### config.mk
export PLATFORM = sky130hd
export DESIGN_NAME = mem_arbiter
export DESIGN_NICKNAME = d
export VERILOG_FILES = /design/src/rtl/mem_arbiter.sv
export SDC_FILE = /design/constraint.sdc
export NUM_CORES = 1
export LEC_CHECK = 0
export ABC_AREA = 1
export BUFFER_PORTS_ARGS = -buffer_cell sky130_fd_sc_hd__buf_2
export CORE_AREA = 2 2 122 124
export CTS_CLUSTER_SIZE = 30
export DETAILED_ROUTE_END_ITERATION = 8
export DIE_AREA = 0 0 124 126
export PLACE_DENSITY_LB_ADDON = 0.2
export SYNTH_ARGS = -nofsm -noshare
export SYNTH_HDL_FRONTEND = slang
export SYNTH_SLANG_ARGS = --single-unit
### constraint.sdc
create_clock -name iCLK -period 2.38 [get_ports iCLK]
set_input_delay 0.119 -clock iCLK [delete_from_list [all_inputs] [get_ports iCLK]]
set_output_delay 0.119 -clock iCLK [all_outputs]
set_load 0.005 [all_outputs]
### src/rtl/mem_arbiter.sv
// mem_arbiter: round-robin core/aux sequencer for one single-port sync memory; ports: iReq*/iWe*/iAddr*/iWData*/iBe* in, oGnt*/oAck*/oRData* out, oMem* to memory, iMemRData back, oBusy
module mem_arbiter #(
  parameter int ADDR_W = 32,
  parameter int DATA_W = 32,
  parameter int MEM_LAT = 2
) (
  input  logic              iCLK,
  input  logic              iRST,
  input  logic              iReqC,
  input  logic              iReqA,
  input  logic              iWeC,
  input  logic              iWeA,
  input  logic [ADDR_W-1:0] iAddrC,
  input  logic [ADDR_W-1:0] iAddrA,
  input  logic [DATA_W-1:0] iWDataC,
  input  logic [DATA_W-1:0] iWDataA,
  input  logic [3:0]        iBeC,
  input  logic [3:0]        iBeA,
  output logic              oGntC,
  output logic              oGntA,
  output logic              oAckC,
  output logic              oAckA,
  output logic [DATA_W-1:0] oRDataC,
  output logic [DATA_W-1:0] oRDataA,
  output logic              oMemEn,
  output logic              oMemWe,
  output logic [ADDR_W-1:0] oMemAddr,
  output logic [DATA_W-1:0] oMemWData,
  output logic [3:0]        oMemBe,
  input  logic [DATA_W-1:0] iMemRData,
  output logic              oBusy
);
  typedef enum logic [1:0] {IDLE, ISSUE, WAIT, ACK} state_t;
  state_t state, state_n;
  logic last_a, own_a, we, pick_a, start;
  logic [3:0] cnt;
  assign start = state == IDLE && (iReqC || iReqA);
  assign pick_a = iReqA && (!iReqC || !last_a);
  always_ff @(posedge iCLK) state <= iRST ? IDLE : state_n;
  always_comb begin
    state_n = state == IDLE  ? (start ? ISSUE : IDLE) :
              state == ISSUE ? (we ? ACK : WAIT) :
              state == WAIT  ? (cnt == 4'd0 ? ACK : WAIT) : IDLE;
    oBusy = state != IDLE;
    oGntC = oBusy && !own_a;
    oGntA = oBusy && own_a;
    oAckC = state == ACK && !own_a;
    oAckA = state == ACK && own_a;
    oMemEn = state == ISSUE;
    oMemWe = state == ISSUE && we;
  end
  always_ff @(posedge iCLK)
    if (iRST) begin
      last_a <= 1'b1;
      own_a <= 1'b0;
      we <= 1'b0;
      cnt <= 4'd0;
      oMemAddr <= '0;
      oMemWData <= '0;
      oMemBe <= 4'h0;
      oRDataC <= '0;
      oRDataA <= '0;
    end else begin
      if (start) begin
        own_a <= pick_a;
        last_a <= pick_a;
        we <= pick_a ? iWeA : iWeC;
        oMemAddr <= pick_a ? iAddrA : iAddrC;
        oMemWData <= pick_a ? iWDataA : iWDataC;
        oMemBe <= pick_a ? (iWeA ? iBeA : 4'h0) : (iWeC ? iBeC : 4'h0);
      end
      if (state == ISSUE || state == WAIT)
        cnt <= state == ISSUE ? 4'(MEM_LAT - 1) : cnt - 4'd1;
      if (state == WAIT && cnt == 4'd0 && own_a)
        oRDataA <= iMemRData;
      if (state == WAIT && cnt == 4'd0 && !own_a)
        oRDataC <= iMemRData;
    end
endmodule

; ---- After elaboration in Yosys (flattened, before gate mapping)
; Index checks and enable logic that the tools add are counted.
[totals]
latchBits = 0
register_bits = 141
n_memories = 0
rom_bits = 0
input_bits = 174
ramBits = 0
output_inout_bits = 139
[op_classes]
bitwise = 0
mul = 0
magnitude_cmp = 0
reduce_logical = 19
mux = 13
addsub = 1
n_eq_ne = 3
n_shift = 0
div = 0
[op_table]
columns = op, n
row1 = $mux W32, 2
row2 = $mux W4, 4
row3 = $logic_and A1 B1 Y1, 10
row4 = $mux W2, 3
row5 = $eq A2 B2 Y1 const B, 2
row6 = $logic_not A4 Y1, 1
row7 = $mux W1, 4
row8 = $sub A4 B1 Y4 const B, 1
row9 = $logic_not A1 Y1, 3
row10 = $logic_or A1 B1 Y1, 3
row11 = $eq A2 B1 Y1 const B, 1
row12 = $logic_not A2 Y1, 1
row13 = $reduce_bool A2 Y1, 1

; ---- Logic depth before layout (Yosys ltp)
; Gate-level depths: netlist of run 1.
[logic_depth]
ltp_word = 5
mapped_depth = 9
mapped_depth_nobuf = 8

; ---- Least setup slack after synthesis of run 1
; OpenSTA, ideal clock, no wires.
[synth_path]
kind = register to register
from = reg state[0]
to = reg oMemAddr[23]
period_less_slack_ns = 1.392
required_ns = 2.263
stages_incl_launch_ff = 9
n_path_buf = 2
t_arrival_ns = 1.275
path_slack_ns = 0.988
setup_ns = 0.117
path_cell_list = dfxtp_1 inv_1 ha_1 o21ai_2 inv_2 buf_12 buf_6 o21ai_0 nor2_1
[synth_via]
elab_chain_cells = 2
[synth_rtl]
columns = element, line_no
row1 = from (decl), 34  ; state_t state, state_n;
row2 = from (signal assigned), 39  ; always_ff @(posedge iCLK) state <= iRST ? IDLE : state_n;
row3 = $logic_not A2 Y1, 37  ; assign start = state == IDLE && (iReqC || iReqA);
row4 = $logic_and A1 B1 Y1, 37
row5 = to (signal assigned), 68  ; oMemAddr <= pick_a ? iAddrA : iAddrC;
row6 = to (decl), 27  ; output logic [ADDR_W-1:0] oMemAddr,
; Every way passes these cells.
; A chain may end at the register's enable or synchronous reset.

; ---- Final worst setup path of run 1
[layout_path]
from = reg state[0]
to = reg oMemWData[13]
[layout_via]
elab_chain_cells = 2
[layout_rtl]
columns = element, line_no
row1 = $logic_not A2 Y1, 37
row2 = $logic_and A1 B1 Y1, 37
row3 = to (signal assigned), 69  ; oMemWData <= pick_a ? iWDataA : iWDataC;
row4 = to (decl), 28  ; output logic [DATA_W-1:0] oMemWData,
; Every way passes these cells.

==> results of run 1 <==
-- registers in the layout, indices dropped and copies added (netlist names) --
name / cells
last_a: 1
state: 2
oRDataC: 32
oMemAddr: 32
oRDataA: 32
we: 1
cnt: 4
oMemBe: 4
oMemWData: 32
own_a: 1
-- worst max-delay path, stage by stage (launching register included) --
cell	delay, ns
dfxtp_1	0.33
inv_1	0.09
ha_2	0.25
o21ai_2	0.12
inv_6	0.19
buf_16	0.25
nand2_1	0.09
a21oi_1	0.14
dlygate4sd3_1	0.57
nor2_1	0.04
-- cells in the final DEF (no fill, tap or decap), types with 8 or more instances in the layout --
cell type / count
nand2_1: 203
clkbuf_16: 17
o21ai_1: 21
nand2_2: 11
buf_2: 312
inv_1: 15
dfxtp_1: 141
buf_4: 10
o21ai_0: 49
dlygate4sd3_1: 122
nand3_1: 8
a21oi_2: 10
nor2_1: 75
nand4_1: 64
a21oi_1: 128
-- report_power, final --
part	leakage, nW	switching, mW	internal (mW)
registers	1.16	0.0921	2.53
clock network	0.260	1.02	1.44
logic	3.08	0.741	0.615
-- area by class of cell --
class,instances,share of cell area (%)
well taps,184,2.450
diodes,3,0.07989
clock buffers,22,5.153
inverters,20,0.8522
clock inverters,9,0.6658
repair buffers,449,31.56
multi-input cells,581,29.20
flip-flops and latches,141,30.04
-- path summary, 6_finish.rpt --
path                    from       endpoint  cells past startpoint
setup reg to reg    state[0]  oMemWData[13]                      9
hold / removal    iWDataC[0]   oMemWData[0]                      5
setup / recovery    state[0]  oMemWData[13]                      9
hold reg to reg   oRDataA[6]     oRDataA[6]                      2
-- metal layers --
metal | wire [um] | GRT usage, % | vias up | share of wire [%]
met1 | 8389 | 30.01 | 3271 | 39
met4 | 988 | 16.92 | 0 | 4.6
met5 | 0 | 0 | - | 0
li1 | - | - | 3537 | -
met2 | 10270 | 44.31 | 334 | 48
met3 | 1819 | 8.152 | 70 | 8.5
-- per-stage QoR --
step,power [mW],hold slack (ns),std cells
6_report,6.436,0.01854,1409
5_1_grt,6.765,0.01885,1408
4_1_cts,6.438,0.00008701,1406
3_5_place_dp,3.789,0.3480,1253
3_3_place_gp,3.781,0.3416,1253
2_1_floorplan,3.374,0.2429,813
-- cell families (layout without fill, tap and decap cells) --
kind of cell             after synthesis  in the layout  share of synthesized area (%)
flip-flops                           141            141                          46.33
other                                  0              3                              0
AO/OA/AOI/OAI                        209            209                          17.85
AND/OR/NAND/NOR                      367            367                          26.04
adder cells (fa/ha/maj)                5              5                          1.027
buffers and inverters                 91            500                          8.749
-- synthesized netlist by cell type (2+ instances only) --
| library cell | number |
|---|---|
| nand3_1 | 8 |
| a21oi_1 | 128 |
| dfxtp_1 | 141 |
| and3_1 | 2 |
| nand2_1 | 203 |
| nand4_1 | 64 |
| o21ai_1 | 21 |
| nor3_1 | 3 |
| buf_4 | 8 |
| inv_1 | 17 |
| a21oi_2 | 10 |
| buf_1 | 2 |
| nor2_1 | 75 |
| buf_6 | 13 |
| clkbuf_1 | 17 |
| inv_2 | 2 |
| o21ai_0 | 49 |
| nand2_2 | 11 |
| ha_1 | 5 |
| buf_2 | 28 |
-- timing repair --
action / CTS / global route
hold endpoints to repair: 128 / 0
setup endpoints to repair: 0 / 19
hold buffers: 122 / 0
gates resized for setup: 0 / 4
==> results_dict.tcl, run 1 <==
set metrics [dict create \
    status "finished clean" \
    cts_root_buffer "clkbuf_16" \
    ys_seq_elements 141 \
    ff_latch_area_mm2 0.002823 \
    grt_overflow_total 0 \
    hp-class "in -> reg" \
    critPathRequiredTime_ns 2.68 \
    maxCapViolCount 0 \
    syn_nets 992 \
    cts_buffers 17 \
    clock_skew_ns 0.006939 \
    period_share_pct 92.17 \
    grt_pass1_wl_um 33260 \
    place.detailed.hpwl_um 13250 \
    vias 7212 \
    synth_warnings 0 \
    start_util_pct 42.56 \
    fmax_ghz 0.4559 \
    wl_per_cell_um 15.23 \
    post-cts-setup-buffers 0 \
    synth.area.top_cells "dfxtp_1 (46%), nand2_1 (13%), a21oi_1 (11%)" \
    synthArstFlopShare_pct 0 \
    place.gp.congestion 0.8187 \
    crit_path_start_kind "register" \
    drc 0 \
    cts_tree "done" \
    finish.instance_area_mm2 0.009397 \
    vias_per_cell 5.119 \
    tightest_slew_ns 0.7050 \
    drt_iter0_markers 466 \
    worstPathArrival_ns 2.50 \
    syn_area_mm2 0.006092 \
    drv_slew 0 \
    clk_pin_slew_ns 0.06 \
    layout.nets 1389 \
    drt-total-wl_um 21460 \
    io_buffers 312 \
    place_ws_ns 0.5413 \
    nFillCells 1223 \
    dieArea_mm2 0.01562 \
    hold_viol_final 0 \
    grt_max_degree 70 \
    yosysTopAreaCell "dfxtp_1" \
    clkLatencyLatePin_ns 0.41 \
    synth-seq-area-share_pct 46.33 \
    drive_above_1_share_pct 31.42 \
    power.density_mw_per_mm2 685.0 \
    rrSetupSlack_ns 0.19 \
    ir_drop_uv 443.7 \
    clock_sinks 141 \
    synthCells 813 \
    synth_cell_types 26 \
    htree_num_levels 4 \
    clock_path_buffers 2 \
    synth_flop_cell "dfxtp_1" \
    die_w_um 124 \
    dpl_cell_area_mm2 0.007607 \
    synthToLayoutAreaGrowth_pct 54.24 \
    multi_input_area_mm2 0.002744 \
    ioPinCount 313 \
    core.rowCount 44 \
    syn_avg_cell_area_um2 7.493 \
    worst_slew_margin_rel_pct 53.00 \
    tns_ns 0 \
    die_y_um 126 \
    worst-path-max-fanout 50 \
    final_util_pct 65.65 \
    setup_viol 0 \
    synth_top_cell_area_share_pct 46.33 \
    critPathCaptureType "register" \
    rsz0062_at_grt "false" \
    grt_pass1_vias 6975 \
    antenna_found_initial 2 \
    grt_use_total_pct 26.92 \
    worstSetupPathType "reg -> reg" \
    first_pass_iters 5 \
    power_leakage_nw 4.493 \
    period_minus_slack_ns 2.194 \
    coreArea_mm2 0.01431 \
    synth-edff-count 0 \
    setup_slack_ns 0.1865 \
    ant_nets 0 \
]
No activity file was read; power rests on OpenSTA's default activity.
==> inputs of run 2 (changes only) <==
--- a/config.mk
+++ b/config.mk
@@ -5,12 +5,11 @@
 export SDC_FILE = /design/constraint.sdc
 export NUM_CORES = 1
 export LEC_CHECK = 0
-export ABC_AREA = 1
 export BUFFER_PORTS_ARGS = -buffer_cell sky130_fd_sc_hd__buf_2
-export CORE_AREA = 2 2 122 124
+export CORE_AREA = 2 2 120 122
 export CTS_CLUSTER_SIZE = 30
 export DETAILED_ROUTE_END_ITERATION = 8
-export DIE_AREA = 0 0 124 126
+export DIE_AREA = 0 0 122 124
 export PLACE_DENSITY_LB_ADDON = 0.2
 export SYNTH_ARGS = -nofsm -noshare
 export SYNTH_HDL_FRONTEND = slang
==> run 2 against run 1 <==
  * Final cell count down 6.8%
  * Utilization up 4.7 points
  * Sequential power about the same
  * Critical path depth down 2
  * Count of clock-buffer cells in the layout down 4
  * First-iteration DRC count up 12%
  * Design area up 2.8%
  * Critical endpoint is now oMemWData[18]
  * Largest cell class unchanged
==> results_dict.tcl, run 2 <==
set metrics [dict create \
    crit_path_start_kind "register" \
    cts_buffers 17 \
    hold_viol_final 0 \
    worstSetupPathType "reg -> reg" \
    layout.nets 1301 \
    critPathRequiredTime_ns 2.74 \
    htree_num_levels 4 \
    drt-total-wl_um 21870 \
    place.detailed.hpwl_um 13080 \
    coreArea_mm2 0.01372 \
    layout_commonest_cell "buf_2" \
    synthTopCellsByCount "nand2_1 (163), dfxtp_1 (141), a31oi_1 (68)" \
    drv_slew 0 \
    wl_per_cell_um 16.66 \
    setup_viol 0 \
    power.total_mw 6.627 \
    core.rowCount 43 \
    grt_pass1_vias 6725 \
    grt_overflow_total 0 \
    worst-path-max-fanout 25 \
    syn_nets 872 \
    drt_iter0_markers 520 \
    synthCells 693 \
    yosysMostFrequentCell "nand2_1" \
    grt_max_degree 70 \
    yosysTopAreaCell "dfxtp_1" \
    dpl_cell_area_mm2 0.007597 \
    worstPathArrival_ns 2.59 \
    start_util_pct 42.95 \
    clock_sinks 141 \
    die_w_um 122 \
    rr_startpoint "state[0]" \
    cts_root_buffer "clkbuf_16" \
    finish.instance_area_mm2 0.009657 \
    hp-class "in -> reg" \
    grt_pass1_wl_um 33560 \
    ir_drop_uv 436.0 \
    first_pass_iters 5 \
    clock_path_buffers 2 \
    io_buffers 312 \
    grt_use_total_pct 27.94 \
    fmax_ghz 0.4488 \
    layout_common_cells "buf_2 (312), nand2_1 (163), dlygate4sd3_1 (143)" \
    holdWs_ns 0.01687 \
    power.density_mw_per_mm2 686.2 \
    synth_warnings 0 \
    crit-reg2reg-capture "oMemWData[18]" \
    antenna_found_initial 0 \
    synthToLayoutAreaGrowth_pct 63.90 \
    vias_per_cell 5.369 \
    clock_skew_ns 0.007466 \
    place.gp.congestion 0.8836 \
    period_share_pct 93.62 \
    tightest_slew_ns 0.5848 \
    period_minus_slack_ns 2.228 \
    drive_above_1_share_pct 32.74 \
    critPathCaptureType "register" \
    hold_depth 3 \
    clk_pin_slew_ns 0.06 \
    syn_avg_cell_area_um2 8.502 \
    hp-start "iMemRData[14]" \
    dp.cells 1135 \
    synthArstFlopShare_pct 0 \
    synth_top_cell_area_share_pct 47.91 \
    clkLatencyLatePin_ns 0.41 \
    ys_seq_elements 141 \
    synth_cell_types 36 \
    finalNonFillerCells 1313 \
    tns_ns 0 \
    synth-seq-area-share_pct 47.91 \
    rsz0062_at_grt "false" \
    drc 0 \
    vias 7049 \
    power_leakage_nw 4.624 \
    die_y_um 124 \
    diodes 0 \
    synth_flop_cell "dfxtp_1" \
    maxCapViolCount 0 \
    rrSetupSlack_ns 0.15 \
    min_to "oRDataA[14]" \
    synth.area.top_cells "dfxtp_1 (48%), nand2_1 (10%), a31oi_1 (7.2%)" \
    dieArea_mm2 0.01513 \
    ant_nets 0 \
    worst_slew_margin_rel_pct 61.01 \
    status "finished clean" \
    synth-edff-count 0 \
    reg2reg_depth 7 \
    ioPinCount 313 \
    cts_tree "done" \
    syn_area_mm2 0.005892 \
]
==> run 2: cell count changes in the layout (fill, tap and decap cells not counted), moves of 10 or more <==
cell / before / now
a21oi_1: 128 / 8
a21oi_2: 10 / 0
a31o_1: 0 / 32
a31oi_1: 0 / 68
dlygate4sd3_1: 122 / 143
mux2i_1: 0 / 33
nand2_1: 203 / 163
nand2_2: 11 / 0
nand2b_1: 0 / 32
nand4_1: 64 / 0
nor2_1: 75 / 8
nor4_1: 0 / 32
o21ai_0: 49 / 66
o21ai_1: 21 / 7
==> run 2: per-stage QoR <==
stage | utilization [%] | setup WS (ns)
CTS | 70.09 | 0.01129
detailed placement | 55.38 | 0.5263
global route | 70.39 | 0.03097
floorplan | - | 0.8026
global placement | 55.38 | 0.5595
finish | 70.39 | 0.1518
==> run 2: timing repair <==
action / CTS / global route
setup buffers: 0 / 4
hold endpoints to repair: 78 / 0
setup endpoints to repair: 0 / 39
resized for setup: 0 / 1
hold buffers: 143 / 0
==> run 2: cells by family after synthesis <==
family,Yosys count,synth area share (%)
and+or+nand+nor,252,19.86
adders and majority gates,5,1.062
AOI/OAI and AO/OA,188,19.92
DFF,141,47.91
muxes,33,5.606
buffers and inverters,74,5.649
==> run 2: power breakdown <==
group | total (mW) | internal (mW) | switching [mW]
Sequential | 2.64 | 2.54 | 0.106
Combinational | 1.33 | 0.680 | 0.653
Clock | 2.65 | 1.66 | 0.994
Total | 6.63 | 4.87 | 1.75
==> run 2: routing by layer <==
layer | wire [um] | up-vias | track usage (%)
met5 | 0 | - | 0
met4 | 1056 | 0 | 16.09
met3 | 1656 | 80 | 7.875
met2 | 10680 | 351 | 46.89
met1 | 8481 | 3308 | 31.95
li1 | - | 3310 | -
==> run 2: worst max path at each step <==
stage / from / end / slack [ns] / cells past startpoint
2_1_floorplan: cnt[0] / oRDataC[10] / 0.80 / 7
3_3_place_gp: cnt[0] / oRDataA[27] / 0.56 / 5
3_5_place_dp: state[0] / oRDataA[26] / 0.53 / 5
4_1_cts: state[0] / oMemWData[18] / 0.01 / 7
5_1_grt: state[0] / oMemWData[18] / 0.03 / 7
6_report: state[0] / oMemWData[18] / 0.15 / 7
==> run 2: final cells by class <==
class	count	area, um2
fill	1017	4063
timing repair buffer	476	3226
sequential	141	2823
multi-input combinational	479	2769
clock buffer	18	439.2
tap	180	225.2
clock inverter	12	147.6
inverter	7	27.53
==> run 2: critical path: stages, from the launching register on <==
cell	delay, ns
dfxtp_1	0.33
inv_1	0.09
ha_2	0.31
o21a_4	0.30
buf_4	0.29
o21ai_0	0.13
a31oi_1	0.16
dlygate4sd3_1	0.56
==> inputs of run 3 (changes only) <==
--- a/config.mk
+++ b/config.mk
@@ -6,11 +6,15 @@
 export NUM_CORES = 1
 export LEC_CHECK = 0
 export BUFFER_PORTS_ARGS = -buffer_cell sky130_fd_sc_hd__buf_2
-export CORE_AREA = 2 2 120 122
+export CELL_PAD_IN_SITES_DETAIL_PLACEMENT = 0
+export CELL_PAD_IN_SITES_GLOBAL_PLACEMENT = 1
+export CORE_MARGIN = 2
+export CORE_UTILIZATION = 34
 export CTS_CLUSTER_SIZE = 30
 export DETAILED_ROUTE_END_ITERATION = 8
-export DIE_AREA = 0 0 122 124
+export MAX_ROUTING_LAYER = met4
 export PLACE_DENSITY_LB_ADDON = 0.2
+export SETUP_SLACK_MARGIN = 0.4
 export SYNTH_ARGS = -nofsm -noshare
 export SYNTH_HDL_FRONTEND = slang
 export SYNTH_SLANG_ARGS = --single-unit
==> run 3 against run 2 <==
  * Utilization is 13 points lower
  * Worst setup slack better by 0.37 ns
  * Die area increased by 22%
  * Critical path depth fell by 2
  * Worst hold slack better by 0.0023 ns
  * Total power shrank 4.1%
  * Design area up 1.3%
  * Non-clock buffer count is 8 higher
  * Count of clock-buffer cells in the layout down 1
  * Wire length fell by 2.0%
  * Final cell count rose by 4.2%
  * Sequential cell count unchanged
  * Largest cell class unchanged
==> results_dict.tcl, run 3 (synthesis gave the netlist of run 2 again) <==
set metrics [dict create \
    status "finished clean" \
    clockPowerShare_pct 39.4 \
    worstPathArrival_ns 2.21 \
    finalNonFillerCells 1368 \
    grt_pass1_vias 6570 \
    synthToLayoutAreaGrowth_pct 66.00 \
    hold_viol_final 0 \
    ir_drop_uv 482.5 \
    clock_sinks 141 \
    drt-total-wl_um 21440 \
    power.density_mw_per_mm2 649.7 \
    first_pass_iters 4 \
    cts_root_buffer "clkbuf_16" \
    period_minus_slack_ns 1.861 \
    finish.instance_area_mm2 0.009781 \
    cts_buffers 17 \
    ioPinCount 313 \
    ant_nets 0 \
    worst_slew_margin_rel_pct 60.74 \
    io_buffers 312 \
    fmax_ghz 0.5374 \
    critPathRequiredTime_ns 2.73 \
    die_y_um 135.6 \
    dieArea_mm2 0.01840 \
    dp.cells 1178 \
    maxCapViolCount 0 \
    layout_commonest_cell "buf_2" \
    place.detailed.hpwl_um 13800 \
    vias 6702 \
    post-cts-setup-buffers 0 \
    power_leakage_nw 4.545 \
    nFillCells 1565 \
    diodes 0 \
    tightest_slew_ns 0.5888 \
    start_util_pct 34.42 \
    worst-path-max-fanout 69 \
    htree_num_levels 4 \
    combPwrFrac_pct 19.2 \
    hp-class "in -> reg" \
    p_switching_mw 1.851 \
    layout.nets 1309 \
    grt_max_degree 70 \
    p_sw_share_pct 29.13 \
    clk_pin_slew_ns 0.06 \
    rsz0062_at_grt "false" \
    grt_use_total_pct 23.24 \
    clkLatencyLatePin_ns 0.42 \
    setup_viol 0 \
    crit_path_start_kind "register" \
    core.rowCount 48 \
    wl_per_cell_um 15.67 \
    period_share_pct 78.18 \
    tns_ns 0 \
    drv_slew 0 \
    seqPwrFrac_pct 41.4 \
    cts_tree "done" \
    worstSetupPathType "reg -> reg" \
    grt_overflow_total 0 \
    coreArea_mm2 0.01712 \
    clock_skew_ns 0.009524 \
    layout_common_cells "buf_2 (312), nand2_1 (163), dlygate4sd3_1 (157)" \
    critPathCaptureType "register" \
    intPower_mw 4.504 \
    clock_path_buffers 2 \
    drc 0 \
    grt_pass1_wl_um 32990 \
    drive_above_1_share_pct 32.11 \
    vias_per_cell 4.899 \
    drt_iter0_markers 277 \
    power.total_mw 6.354 \
    die_w_um 135.6 \
    dpl_cell_area_mm2 0.007639 \
    antenna_found_initial 0 \
    place.gp.congestion 0.7819 \
    final_util_pct 57.14 \
]
-- run 3: cell count changes in the layout (fill, tap and decap cells not counted), moves of 2 or more --
cell	previous run	this run
bufinv_16	3	0
inv_8	0	2
buf_4	15	8
inv_6	0	6
clkinv_2	6	2
dlygate4sd3_1	143	157
clkinvlp_4	2	4
-- run 3: power by group through the flow --
| stage | Clock, mW | Sequential (mW) | Combinational (mW) |
|---|---|---|---|
| 4_1_cts | 2.57 | 2.63 | 1.21 |
| 3_5_place_dp | 0 | 2.67 | 1.00 |
| 3_3_place_gp | 0 | 2.67 | 1.00 |
| 5_1_grt | 2.66 | 2.65 | 1.34 |
| 6_report | 2.51 | 2.63 | 1.22 |
| 2_1_floorplan | 0 | 2.68 | 0.509 |
-- run 3: timing repair --
| action | CTS | global route |
|---|---|---|
| resized for setup | 0 | 2 |
| hold endpoints to repair | 90 | 0 |
| hold buffers | 157 | 0 |
| endpoints found under the setup margin | 0 | 23 |
-- run 3: layer usage --
| metal | track usage [%] | share of wire (%) | vias to the layer above |
|---|---|---|---|
| met1 | 26.87 | 43 | 3078 |
| met4 | 9.896 | 2.8 | 0 |
| met2 | 39.45 | 49 | 253 |
| met5 | - | 0 | - |
| met3 | 4.377 | 5.7 | 41 |
| li1 | - | - | 3330 |
-- run 3: per-stage QoR --
step,setup WS [ns],hold WS [ns]
floorplan,0.8026,0.2540
global placement,0.5572,0.3770
detailed placement,0.5177,0.3814
CTS,0.5125,0.002110
global route,0.4376,0.01040
finish,0.5193,0.01916
-- run 3: path summary, 6_finish.rpt --
check             cells after the start           to         from  slack, ns
setup / recovery                      5    oMemBe[1]       last_a       0.52
hold / removal                        3    oMemBe[1]      iBeA[1]       0.02
setup reg to reg                      5    oMemBe[1]       last_a       0.52
hold reg to reg                       2  oRDataA[22]  oRDataA[22]       0.46
-- run 3: critical path, stage by stage, from the launching register on --
cell and delay, ns:
dfxtp_1 0.41, a21bo_2 0.18, buf_12 0.29, nand3_1 0.16
dlygate4sd3_1 0.61, a21oi_1 0.12
-- run 3: layout make-up --
cell class	instances	area, um2	share of cell area [%]
clock buffers	17	425.4	4.349
clock inverters	15	127.6	1.305
inverters	7	27.53	0.2814
multi-input cells	479	2771	28.34
flip-flops and latches	141	2823	28.86
well taps	225	281.5	2.878
repair buffers	484	3324	33.99
